===== src/rtl/cpu7_csr_ctl_pkg.sv =====
// Shared encodings for the CSR port controller: op codes, FSM states and
// the architectural CSR addresses the controller is commonly exercised with.
package cpu7_csr_ctl_pkg;

  localparam int GRLEN_DEF   = 32;
  localparam int CSR_BIT_DEF = 14;

  typedef enum logic [1:0] {
    CSR_OP_RD   = 2'b00,
    CSR_OP_WR   = 2'b01,
    CSR_OP_XCHG = 2'b10
  } csr_op_e;

  typedef enum logic [1:0] {
    ST_IDLE = 2'b00,
    ST_RD   = 2'b01,
    ST_WR   = 2'b10,
    ST_RESP = 2'b11
  } csr_st_e;

  localparam logic [CSR_BIT_DEF-1:0] LSOC1K_CSR_CRMD  = 14'h0;
  localparam logic [CSR_BIT_DEF-1:0] LSOC1K_CSR_EPC   = 14'h6;
  localparam logic [CSR_BIT_DEF-1:0] LSOC1K_CSR_EBASE = 14'hC;

  // The reserved encoding 2'b11 behaves as a plain read.
  function automatic csr_op_e norm_op(input logic [1:0] op);
    case (op)
      2'b01:   norm_op = CSR_OP_WR;
      2'b10:   norm_op = CSR_OP_XCHG;
      default: norm_op = CSR_OP_RD;
    endcase
  endfunction

endpackage


===== src/rtl/cpu7_csr_xchg_merge.sv =====
// Masked merge for CSRXCHG: bits set in mask come from the new value,
// the rest keep the old CSR contents.
module cpu7_csr_xchg_merge #(
  parameter int GRLEN = 32
) (
  input  logic [GRLEN-1:0] old_val,
  input  logic [GRLEN-1:0] new_val,
  input  logic [GRLEN-1:0] mask,
  output logic [GRLEN-1:0] merged
);

  assign merged = (new_val & mask) | (old_val & ~mask);

endmodule


===== src/rtl/cpu7_csr_ctl.sv =====
// CSR register-file initiator: sequences CSRRD/CSRWR/CSRXCHG as a read
// phase, an optional one-cycle write phase, then returns the old value.
module cpu7_csr_ctl
  import cpu7_csr_ctl_pkg::*;
#(
  parameter int GRLEN   = 32,
  parameter int CSR_BIT = 14
) (
  input  logic               clk,
  input  logic               resetn,
  input  logic               req_valid,
  output logic               req_ready,
  input  logic [1:0]         req_op,
  input  logic [CSR_BIT-1:0] req_csr_num,
  input  logic [GRLEN-1:0]   req_wdata,
  input  logic [GRLEN-1:0]   req_mask,
  input  logic               flush,
  output logic               resp_valid,
  input  logic               resp_ready,
  output logic [GRLEN-1:0]   resp_rdata,
  output logic [CSR_BIT-1:0] csr_raddr,
  input  logic [GRLEN-1:0]   csr_rdata,
  output logic [CSR_BIT-1:0] csr_waddr,
  output logic [GRLEN-1:0]   csr_wdata,
  output logic               csr_wen
);

  csr_st_e            state_q, state_d;
  csr_op_e            op_q, op_d;
  logic [CSR_BIT-1:0] num_q, num_d;
  logic [GRLEN-1:0]   wdata_q, wdata_d;
  logic [GRLEN-1:0]   mask_q, mask_d;
  logic [GRLEN-1:0]   old_q, old_d;
  logic [GRLEN-1:0]   wout_q, wout_d;
  logic [GRLEN-1:0]   merged;
  logic [GRLEN-1:0]   wr_val;

  cpu7_csr_xchg_merge #(.GRLEN(GRLEN)) u_merge (
    .old_val (old_q),
    .new_val (wdata_q),
    .mask    (mask_q),
    .merged  (merged)
  );

  assign wr_val = (op_q == CSR_OP_XCHG) ? merged : wdata_q;

  always_comb begin
    state_d = state_q;
    op_d    = op_q;
    num_d   = num_q;
    wdata_d = wdata_q;
    mask_d  = mask_q;
    old_d   = old_q;
    wout_d  = wout_q;
    case (state_q)
      ST_IDLE: begin
        if (req_valid && !flush) begin
          op_d    = norm_op(req_op);
          num_d   = req_csr_num;
          wdata_d = req_wdata;
          mask_d  = req_mask;
          state_d = ST_RD;
        end
      end
      ST_RD: begin
        if (flush) begin
          state_d = ST_IDLE;
        end else begin
          old_d   = csr_rdata;
          state_d = (op_q == CSR_OP_RD) ? ST_RESP : ST_WR;
        end
      end
      // The write is committed here, so flush has no effect in this state.
      ST_WR: begin
        wout_d  = wr_val;
        state_d = ST_RESP;
      end
      ST_RESP: begin
        if (flush || resp_ready) state_d = ST_IDLE;
      end
      default: state_d = ST_IDLE;
    endcase
  end

  always_ff @(posedge clk or negedge resetn) begin
    if (!resetn) begin
      state_q <= ST_IDLE;
      op_q    <= CSR_OP_RD;
      num_q   <= '0;
      wdata_q <= '0;
      mask_q  <= '0;
      old_q   <= '0;
      wout_q  <= '0;
    end else begin
      state_q <= state_d;
      op_q    <= op_d;
      num_q   <= num_d;
      wdata_q <= wdata_d;
      mask_q  <= mask_d;
      old_q   <= old_d;
      wout_q  <= wout_d;
    end
  end

  // Write enable decodes straight from state so reset kills it asynchronously.
  assign req_ready  = (state_q == ST_IDLE);
  assign resp_valid = (state_q == ST_RESP);
  assign resp_rdata = old_q;
  assign csr_raddr  = num_q;
  assign csr_waddr  = num_q;
  assign csr_wen    = (state_q == ST_WR);
  assign csr_wdata  = csr_wen ? wr_val : wout_q;

endmodule


===== config.mk =====
export PLATFORM = sky130hd
export DESIGN_NAME = cpu7_csr_ctl
export DESIGN_NICKNAME = d
export VERILOG_FILES = /design/src/rtl/cpu7_csr_ctl_pkg.sv /design/src/rtl/cpu7_csr_xchg_merge.sv /design/src/rtl/cpu7_csr_ctl.sv
export SDC_FILE = /design/constraint.sdc
export NUM_CORES = 1
export LEC_CHECK = 0
export ABC_AREA = 0
export CORE_UTILIZATION = 50
export CTS_BUF_LIST = sky130_fd_sc_hd__clkbuf_4
export CTS_CLUSTER_DIAMETER = 200
export DETAILED_ROUTE_END_ITERATION = 10
export PLACE_DENSITY = 0.95
export SYNTH_ARGS = -nofsm -noshare
export SYNTH_HDL_FRONTEND = slang
export SYNTH_SLANG_ARGS = --single-unit

===== constraint.sdc =====
create_clock -name clk -period 3.75 [get_ports clk]
set_clock_uncertainty 0.2 [all_clocks]
set_input_delay 0.75 -clock clk [delete_from_list [all_inputs] [get_ports clk]]
set_output_delay 0.75 -clock clk [all_outputs]
set_load 0.03 [all_outputs]

==> results of run 1 <==
## cell families (layout without fill, tap and decap cells)
group	Yosys count	after routing	share of synthesized area (%)
AOI/OAI and AO/OA	71	71	6.33
buffers and inverters	43	257	5.80
DFF	146	146	57.4
muxes	110	110	23.6
and+or+nand+nor	75	75	6.84
## synthesized netlist by cell type
library cell / count
a21o_1: 1
a21oi_1: 1
a31oi_1: 32
and2_1: 1
buf_12: 7
buf_2: 9
buf_4: 17
buf_6: 1
buf_8: 1
clkbuf_1: 5
dfrtp_1: 146
inv_1: 3
mux2_1: 8
mux2_2: 32
mux2_4: 70
nand2_1: 1
nand2b_1: 2
nand3b_1: 34
nor2_1: 33
nor2_2: 1
nor2b_1: 2
nor4b_2: 1
o21ai_0: 36
o32a_1: 1
## through the flow
step,cell area [sq um],worst slack (ns),util [%]
2_1_floorplan,6360,1.27,-
3_3_place_gp,8480,0.710,69.4
3_5_place_dp,8480,0.530,69.4
4_1_cts,8770,0.118,71.9
5_1_grt,8770,0.00762,71.9
6_report,8770,0.154,71.9
## layout by cell type (no fill, tap or decap), drive strengths merged, types with 2 or more instances in the layout
cell and n:
a31oi 32, buf 13, bufinv 3, clkbuf 18, clkdlybuf4s50 210, clkinv 7, clkinvlp 2, dfrtp 146
inv 4, mux2 110, nand2b 2, nand3b 34, nor2 34, nor2b 2, o21ai 36
## critical path, stage by stage, from the launching register on
cell             delay, ns
dfrtp_1               0.51
nor2b_4               0.22
buf_12                0.28
nor2_1                0.09
a31oi_1               0.24
clkdlybuf4s50_1       0.73
## report_power, final
| group | leakage (nW) | switching, mW | total, mW | internal, mW |
|---|---|---|---|---|
| Sequential | 1.72 | 0.555 | 2.93 | 2.38 |
| Combinational | 1.76 | 2.47 | 4.72 | 2.25 |
| Clock | 0.146 | 0.546 | 1.00 | 0.454 |
| Total | 3.63 | 3.57 | 8.66 | 5.09 |
## cell type report
type,instances,share of cell area (%)
flip-flops and latches,146,41.6
multi-input cells,256,27.0
repair buffers,223,25.7
well taps,168,2.40
clock inverters,13,1.63
clock buffers,18,1.54
inverters,3,0.128
## worst paths after layout
path / depth (start not counted) / start / to
setup / recovery: 5 / flop / csr_wdata[18]
hold / removal: 1 / resetn / wout_q[16]
setup reg to reg: 4 / state_q[0] / resp_rdata[29]
hold reg to reg: 1 / wdata_q[31] / wdata_q[31]
max in group asynchronous: 2 / resetn / resp_rdata[3]
min in group clk: 1 / wdata_q[31] / wdata_q[31]
## per-layer routing
metal,track usage [%],wire length [um],share of wire (%)
met5,0,11,0.069
met4,11.4,361,2.3
met3,8.07,1140,7.2
met2,44.4,8180,52
met1,28.5,6160,39
## registers in the layout, summed over array words and instances (netlist names), named ones only
name and flops:
mask_q 32, resp_rdata 32, state_q 1, wdata_q 32, wout_q 32, csr_raddr 14
op_q 2
## repair_timing
| item | CTS | global route |
|---|---|---|
| buffers inserted | 1 | 0 |
| hold endpoints to repair | 0 | 0 |
| hold buffers | 0 | 0 |
| endpoints found under the setup margin | 10 | 0 |
| resized for setup | 0 | 0 |
==> out/results.tsv, run 1 <==
stage	metric	value	unit
die	die_area	0.0132	sq mm
sta	worst_pin_slew	0.752	ns
clock_network	clkTransAtPathRegs	0.12	ns
sta	grt_setup_unrepaired	no	
sta	finalSetupViolCount	0	
sta	fmax	278	MHz
logic_synthesis	synthCells	445	
clock_network	clock_latency	0.56	ns
die	core-area	0.0122	sq mm
detailed_routing	via_count	4401	
detailed_routing	wl_per_cell	19.2	um
logic_synthesis	ys_ff_latch	146	
sta	fin_crit_sh	95.9	%
setup_path	required	2.80	ns
die	die_x	115	um
global_routing	grt_antenna_before_repair	1	
global_routing	grt_pass1_vias	4790	
setup_path	end_kind	output pin	
sta	fin_crit	3.60	ns
setup_path	critPathKind	flop to output pin	
clock_network	clk_path_buf_depth	2	
placed_design	dpl.hpwl	11100	um
setup_path	critPathMaxFanout	65	
sta	hold_viol_final	0	
clock_network	cts_tree	done	
logic_synthesis	avgSynthCellArea	14.3	sq um
cells_and_area	finish.net_count	764	
sta	slew_viol_final	0	
power_and_ir_drop	power	8.66	mW
logic_synthesis	synth_top_cell_by_area	dfrtp_1	
power_and_ir_drop	ir_drop	620	uV
logic_synthesis	yosysUniqueCellTypes	24	
clock_network	ctsHtreeMaxLevel	4	
status	status	complete, no violations	
global_routing	overflow	0	
setup_path	reg2reg_slack	1.58	ns
placed_design	port_buffers	211	
detailed_routing	drc	0	
job	drv_cap	0	
cells_and_area	antennaDiodeCount	0	
clock_network	cts_root_buf	clkbuf_4	
detailed_routing	vias_per_cell	5.32	
min_path	holdCritPathClass	input pin to asynchronous set/reset pin	
logic_synthesis	synth_area	0.00636	sq mm
clock_network	cts-buffers-inserted	17	
cells_and_area	multi_input_area	0.00237	sq mm
die	start_util	52.1	%
cells_and_area	layout-drive-gt1-share	22.0	%
logic_synthesis	ys_warn_count	0	
logic_synthesis	synth_nets	562	
detailed_routing	dr.pass1.iters	4	
detailed_routing	ant_nets	0	
detailed_routing	drt_iter0_drc	273	
detailed_routing	drt-total-wl	15900	um
die	fp-row-count	40	
global_routing	grt_pass1_wl	24800	um
die	fp.dieH	115	um
power_and_ir_drop	power.density	987	mW/mm^2
placed_design	dpl.cell_count	795	
global_routing	grt_usage	25.4	%
logic_synthesis	synth_area_leaders	dfrtp_1, mux2_4, mux2_2	
cells_and_area	fillerInstances	826	
cells_and_area	regArea	0.00365	sq mm
setup_path	crit_path_start_kind	flop	
setup_path	cp.arrival	2.65	ns
cells_and_area	fin_cells	827	
placed_design	place.gp.congestion	0.803	
logic_synthesis	synth.top_cell.area_share	57.4	%
clock_network	clock-sinks	146	
global_routing	grt_start_max_net_pins	83	
sta	tns	0	ns
sta	relSlewSlack	49.9	%
sta	whs	0.0121	ns
die	ios	212	
cells_and_area	synthToLayoutAreaGrowth	37.9	%
power_and_ir_drop	leakagePower	3.63	nW
logic_synthesis	ys_seq_area_share	57.4	%
Power figures use the tool's default switching activity.
==> run 2: changes to the inputs <==
Settings changed: CORE_UTILIZATION 50 to 47, PLACE_DENSITY 0.95 to 0.92.
Clock period 3.75 ns to 3.61 ns, I/O delays scaled along.
==> out/results.tsv, run 2 (synthesis gave the netlist of run 1 again) <==
stage	metric	value	unit
sta	fin_crit_sh	96.0	%
clock_network	cts_setup_buffers	0	
min_path	holdCritPathClass	flop to flop	
detailed_routing	drt-total-wl	15600	um
detailed_routing	vias_per_cell	5.29	
sta	finalSetupViolCount	0	
sta	fmax	289	MHz
cells_and_area	antennaDiodeCount	0	
detailed_routing	drc	0	
die	start_util	48.0	%
sta	hold_viol_final	0	
clock_network	clock_latency	0.55	ns
die	fp-row-count	42	
placed_design	pre_cts_ws	0.633	ns
clock_network	cts_tree	done	
die	die_area	0.0140	sq mm
detailed_routing	drt_iter0_drc	248	
cells_and_area	synthToLayoutAreaGrowth	40.3	%
global_routing	met1_usage	27.0	%
cells_and_area	layout_commonest_cell	clkdlybuf4s50_1	
detailed_routing	dr.pass1.iters	4	
sta	fin_crit	3.47	ns
sta	layout_setup_ws	0.144	ns
global_routing	grt_usage	23.5	%
global_routing	use_met3	8.01	%
sta	relSlewSlack	51.5	%
sta	worst_pin_slew	0.727	ns
setup_path	crit_path_start_kind	flop	
cells_and_area	layout-drive-gt1-share	22.9	%
global_routing	grt_pass1_wl	25200	um
clock_network	cts-buffers-inserted	17	
detailed_routing	wl_per_cell	18.7	um
clock_network	clk_path_buf_depth	2	
placed_design	port_buffers	211	
detailed_routing	ant_nets	0	
setup_path	end_kind	output pin	
setup_path	rr_worst_depth	4	
die	core-area	0.0132	sq mm
placed_design	dpl.hpwl	11100	um
global_routing	grt_start_max_net_pins	82	
setup_path	reg2reg_slack	1.48	ns
setup_path	required	2.69	ns
placed_design	place.gp.congestion	0.807	
power_and_ir_drop	power.density	1020	mW/mm^2
global_routing	grt_antenna_before_repair	0	
clock_network	ctsHtreeMaxLevel	4	
setup_path	endpoint	csr_wdata[15]	
setup_path	cp.arrival	2.54	ns
job	drv_cap	0	
die	ios	212	
global_routing	grt.busiest_layer	met2	
detailed_routing	via_count	4423	
clock_network	clock-sinks	146	
cells_and_area	fillerInstances	943	
clock_network	cts_root_buf	clkbuf_4	
die	die_x	118	um
clock_network	clkTransAtPathRegs	0.12	ns
global_routing	overflow	0	
power_and_ir_drop	leakagePower	3.84	nW
sta	tns	0	ns
status	status	complete, no violations	
setup_path	critPathKind	flop to output pin	
global_routing	grt_pass1_vias	4810	
cells_and_area	finish.net_count	764	
sta	slew_viol_final	0	
cells_and_area	layout_common_cells	clkdlybuf4s50_1, dfrtp_1, mux2_4	
setup_path	r2r_start	state_q[0]	
global_routing	grtUsageMet2	40.7	%
power_and_ir_drop	ir_drop	683	uV
setup_path	critPathMaxFanout	38	
die	fp.dieH	118	um
setup_path	rr_endpoint	resp_rdata[26]	
## run 2: cell types whose count changed in the layout (fill, tap and decap cells not counted), moves of 2 or more
cell	delta
bufinv_16	+2
clkdlybuf4s50_1	-24
clkinvlp_4	+2
clkinv_4	+2
buf_4	-2
clkinv_1	-5
dlymetal6s2s_1	+23
## run 2: how the worst min path moves through the flow
stage | from | end | slack, ns | cells after the start
floorplan | resetn | asynchronous set/reset pin | 0.23 | 0
global placement | wdata_q[13] | wdata_q[13] | 0.29 | 1
detailed placement | wdata_q[24] | wdata_q[24] | 0.29 | 1
CTS | wdata_q[19] | wdata_q[19] | 0.33 | 1
global route | wdata_q[18] | wdata_q[18] | 0.34 | 1
finish | wdata_q[18] | wdata_q[18] | 0.33 | 1
## run 2: layer usage
layer	share of wire [%]	wire length [um]
met3	6.9	1080
met1	39	6110
met4	2.1	322
met2	52	8120
met5	0	0
## run 2: final cells by class
class | count | area (sq um) | share of cell area [%]
inverter | 3 | 11.3 | 0.126
sequential | 146 | 3650 | 40.9
tap | 176 | 220 | 2.47
clock inverter | 14 | 213 | 2.38
timing repair buffer | 223 | 2330 | 26.1
multi-input combinational | 256 | 2370 | 26.5
clock buffer | 18 | 135 | 1.51
## run 2: power by group
group / switching (mW) / leakage, nW / internal [mW]
Sequential: 0.566 / 1.72 / 2.47
Combinational: 2.57 / 1.94 / 2.31
Clock: 0.596 / 0.174 / 0.623
## run 2: metrics by stage
stage / instances / utilization, % / instance area (sq um) / hold slack (ns) / power [mW]
after floorplan: 445 / - / 6360 / 0.226 / 6.07
final: 836 / 67.4 / 8930 / 0.326 / 9.13
after detailed placement: 803 / 64.3 / 8510 / 0.291 / 7.98
after global routing: 836 / 67.4 / 8930 / 0.337 / 9.56
after CTS: 836 / 67.0 / 8870 / 0.326 / 9.23
after global placement: 803 / 64.3 / 8510 / 0.287 / 7.76
## run 2: critical path, stage by stage (launching register included)
cell and delay, ns:
dfrtp_1 0.50, nor2b_4 0.21, buf_6 0.26, nor2_1 0.08, a31oi_1 0.21, clkdlybuf4s50_1 0.71
## run 2: timing repair
| item | 4_1_cts | 5_1_grt |
|---|---|---|
| hold endpoints to repair | 72 | 0 |
| resized for setup | 1 | 23 |
| hold buffers | 1 | 0 |
| setup endpoints to repair | 4 | 23 |
==> run 3: changes to the inputs <==
Settings changed: CTS_CLUSTER_SIZE from default to 24, GPL_TIMING_DRIVEN from default to 0, TNS_END_PERCENT from default to 30.
==> out/results.tsv, run 3 (synthesis gave the netlist of run 1 again) <==
stage	metric	value	unit
global_routing	overflow	0	
status	status	complete, no violations	
placed_design	place.gp.congestion	0.792	
die	fp-row-count	42	
cells_and_area	multi_input_area	0.00234	sq mm
detailed_routing	drt-met1-wl	6480	um
cells_and_area	fin_util	67.6	%
detailed_routing	wl_met2	8170	um
cells_and_area	layout-drive-gt1-share	25.5	%
power_and_ir_drop	power.density	987	mW/mm^2
power_and_ir_drop	leakagePower	3.79	nW
clock_network	cts_root_buf	clkbuf_4	
clock_network	clk_path_buf_depth	2	
die	start_util	48.0	%
global_routing	grt_start_max_net_pins	80	
detailed_routing	ant_nets	0	
sta	tns	0	ns
clock_network	cts_tree	done	
setup_path	cp.arrival	2.46	ns
placed_design	dpl.hpwl	11400	um
job	drv_cap	0	
detailed_routing	drt_iter0_drc	236	
cells_and_area	layout_common_cells	clkdlybuf4s50_1, dfrtp_1, mux2_4	
die	ios	212	
die	die_area	0.0140	sq mm
detailed_routing	wl_per_cell	18.3	um
setup_path	required	2.69	ns
sta	grt_setup_unrepaired	no	
detailed_routing	route.met3.wl	882	um
sta	worst_pin_slew	0.640	ns
power_and_ir_drop	power	8.84	mW
sta	finalSetupViolCount	0	
placed_design	port_buffers	211	
sta	fin_crit_sh	93.7	%
clock_network	clock_latency	0.54	ns
global_routing	grt_pass1_vias	4937	
clock_network	clock-sinks	146	
cells_and_area	antennaDiodeCount	0	
cells_and_area	fillerInstances	939	
sta	relSlewSlack	57.3	%
min_path	holdCritPathClass	flop to flop	
die	fp.dieH	118	um
cells_and_area	layout_commonest_cell	clkdlybuf4s50_1	
setup_path	critPathKind	flop to output pin	
power_and_ir_drop	ir_drop	532	uV
sta	slew_viol_final	0	
global_routing	grt_antenna_before_repair	0	
setup_path	end_kind	output pin	
setup_path	critPathMaxFanout	10	
die	die_x	118	um
detailed_routing	dr.pass1.iters	4	
sta	hold_viol_final	0	
setup_path	crit_path_start_kind	flop	
cells_and_area	regArea	0.00365	sq mm
clock_network	cts_setup_buffers	0	
cells_and_area	synthToLayoutAreaGrowth	40.7	%
clock_network	ctsHtreeMaxLevel	4	
detailed_routing	vias_per_cell	5.26	
detailed_routing	topRoutingLayerUsed	met4	
clock_network	cts-buffers-inserted	17	
clock_network	clkTransAtPathRegs	0.11	ns
cells_and_area	finish.net_count	794	
die	core-area	0.0132	sq mm
sta	fin_crit	3.38	ns
cells_and_area	fin_cells	865	
detailed_routing	drt-total-wl	15900	um
detailed_routing	drc	0	
placed_design	dpl.cell_count	833	
global_routing	grt_pass1_wl	25800	um
global_routing	grt_usage	24.1	%
detailed_routing	via_count	4554	
sta	fmax	296	MHz
run 3: metrics by stage:
step	worst slack [ns]	hold slack [ns]	cell area, sq um
2_1_floorplan	1.16	0.226	6360
5_1_grt	0.00139	0.333	8950
3_3_place_gp	-3.86	0.285	8690
3_5_place_dp	0.431	0.287	8720
6_report	0.226	0.316	8950
4_1_cts	0.0480	0.318	8950
run 3: layout make-up:
type / instances / share of cell area (%)
flip-flops and latches: 146 / 40.8
multi-input cells: 256 / 26.1
plain buffers: 40 / 4.10
clock buffers: 18 / 1.51
repair buffers: 213 / 23.5
inverters: 3 / 0.126
clock inverters: 13 / 1.34
well taps: 176 / 2.46
run 3: layer usage:
layer  GRT usage [%]  vias to the layer above
li1                -                     2050
met1            29.5                     2317
met2            40.8                      164
met3            6.27                       23
met4            9.21                        0
met5               0                        -
run 3: worst paths after layout:
| path | startpoint | endpoint | slack, ns | cells past startpoint |
|---|---|---|---|---|
| min in group asynchronous | resetn | wout_q[17] | 0.53 | 2 |
| min | wdata_q[18] | wdata_q[18] | 0.32 | 1 |
| max in group asynchronous | resetn | mask_q[30] | 1.86 | 3 |
| max | flop | csr_wen | 0.23 | 4 |
| min reg2reg | wdata_q[18] | wdata_q[18] | 0.32 | 1 |
| max reg2reg | flop | mask_q[30] | 1.72 | 4 |
run 3: critical path, stage by stage (launching register included):
cell	delay, ns
dfrtp_1	0.47
nor2b_1	0.21
buf_2	0.25
buf_2	0.29
clkdlybuf4s50_1	0.72
run 3: what timing repair did:
action / 4_1_cts / 5_1_grt
setup endpoints to repair: 30 / 21
hold buffers: 1 / 0
endpoints found under the hold margin: 67 / 0
resized for setup: 33 / 34
run 3: power breakdown:
group	total (mW)	switching (mW)	internal, mW
Sequential	3.02	0.547	2.47
Combinational	4.86	2.62	2.24
Clock	0.961	0.560	0.401
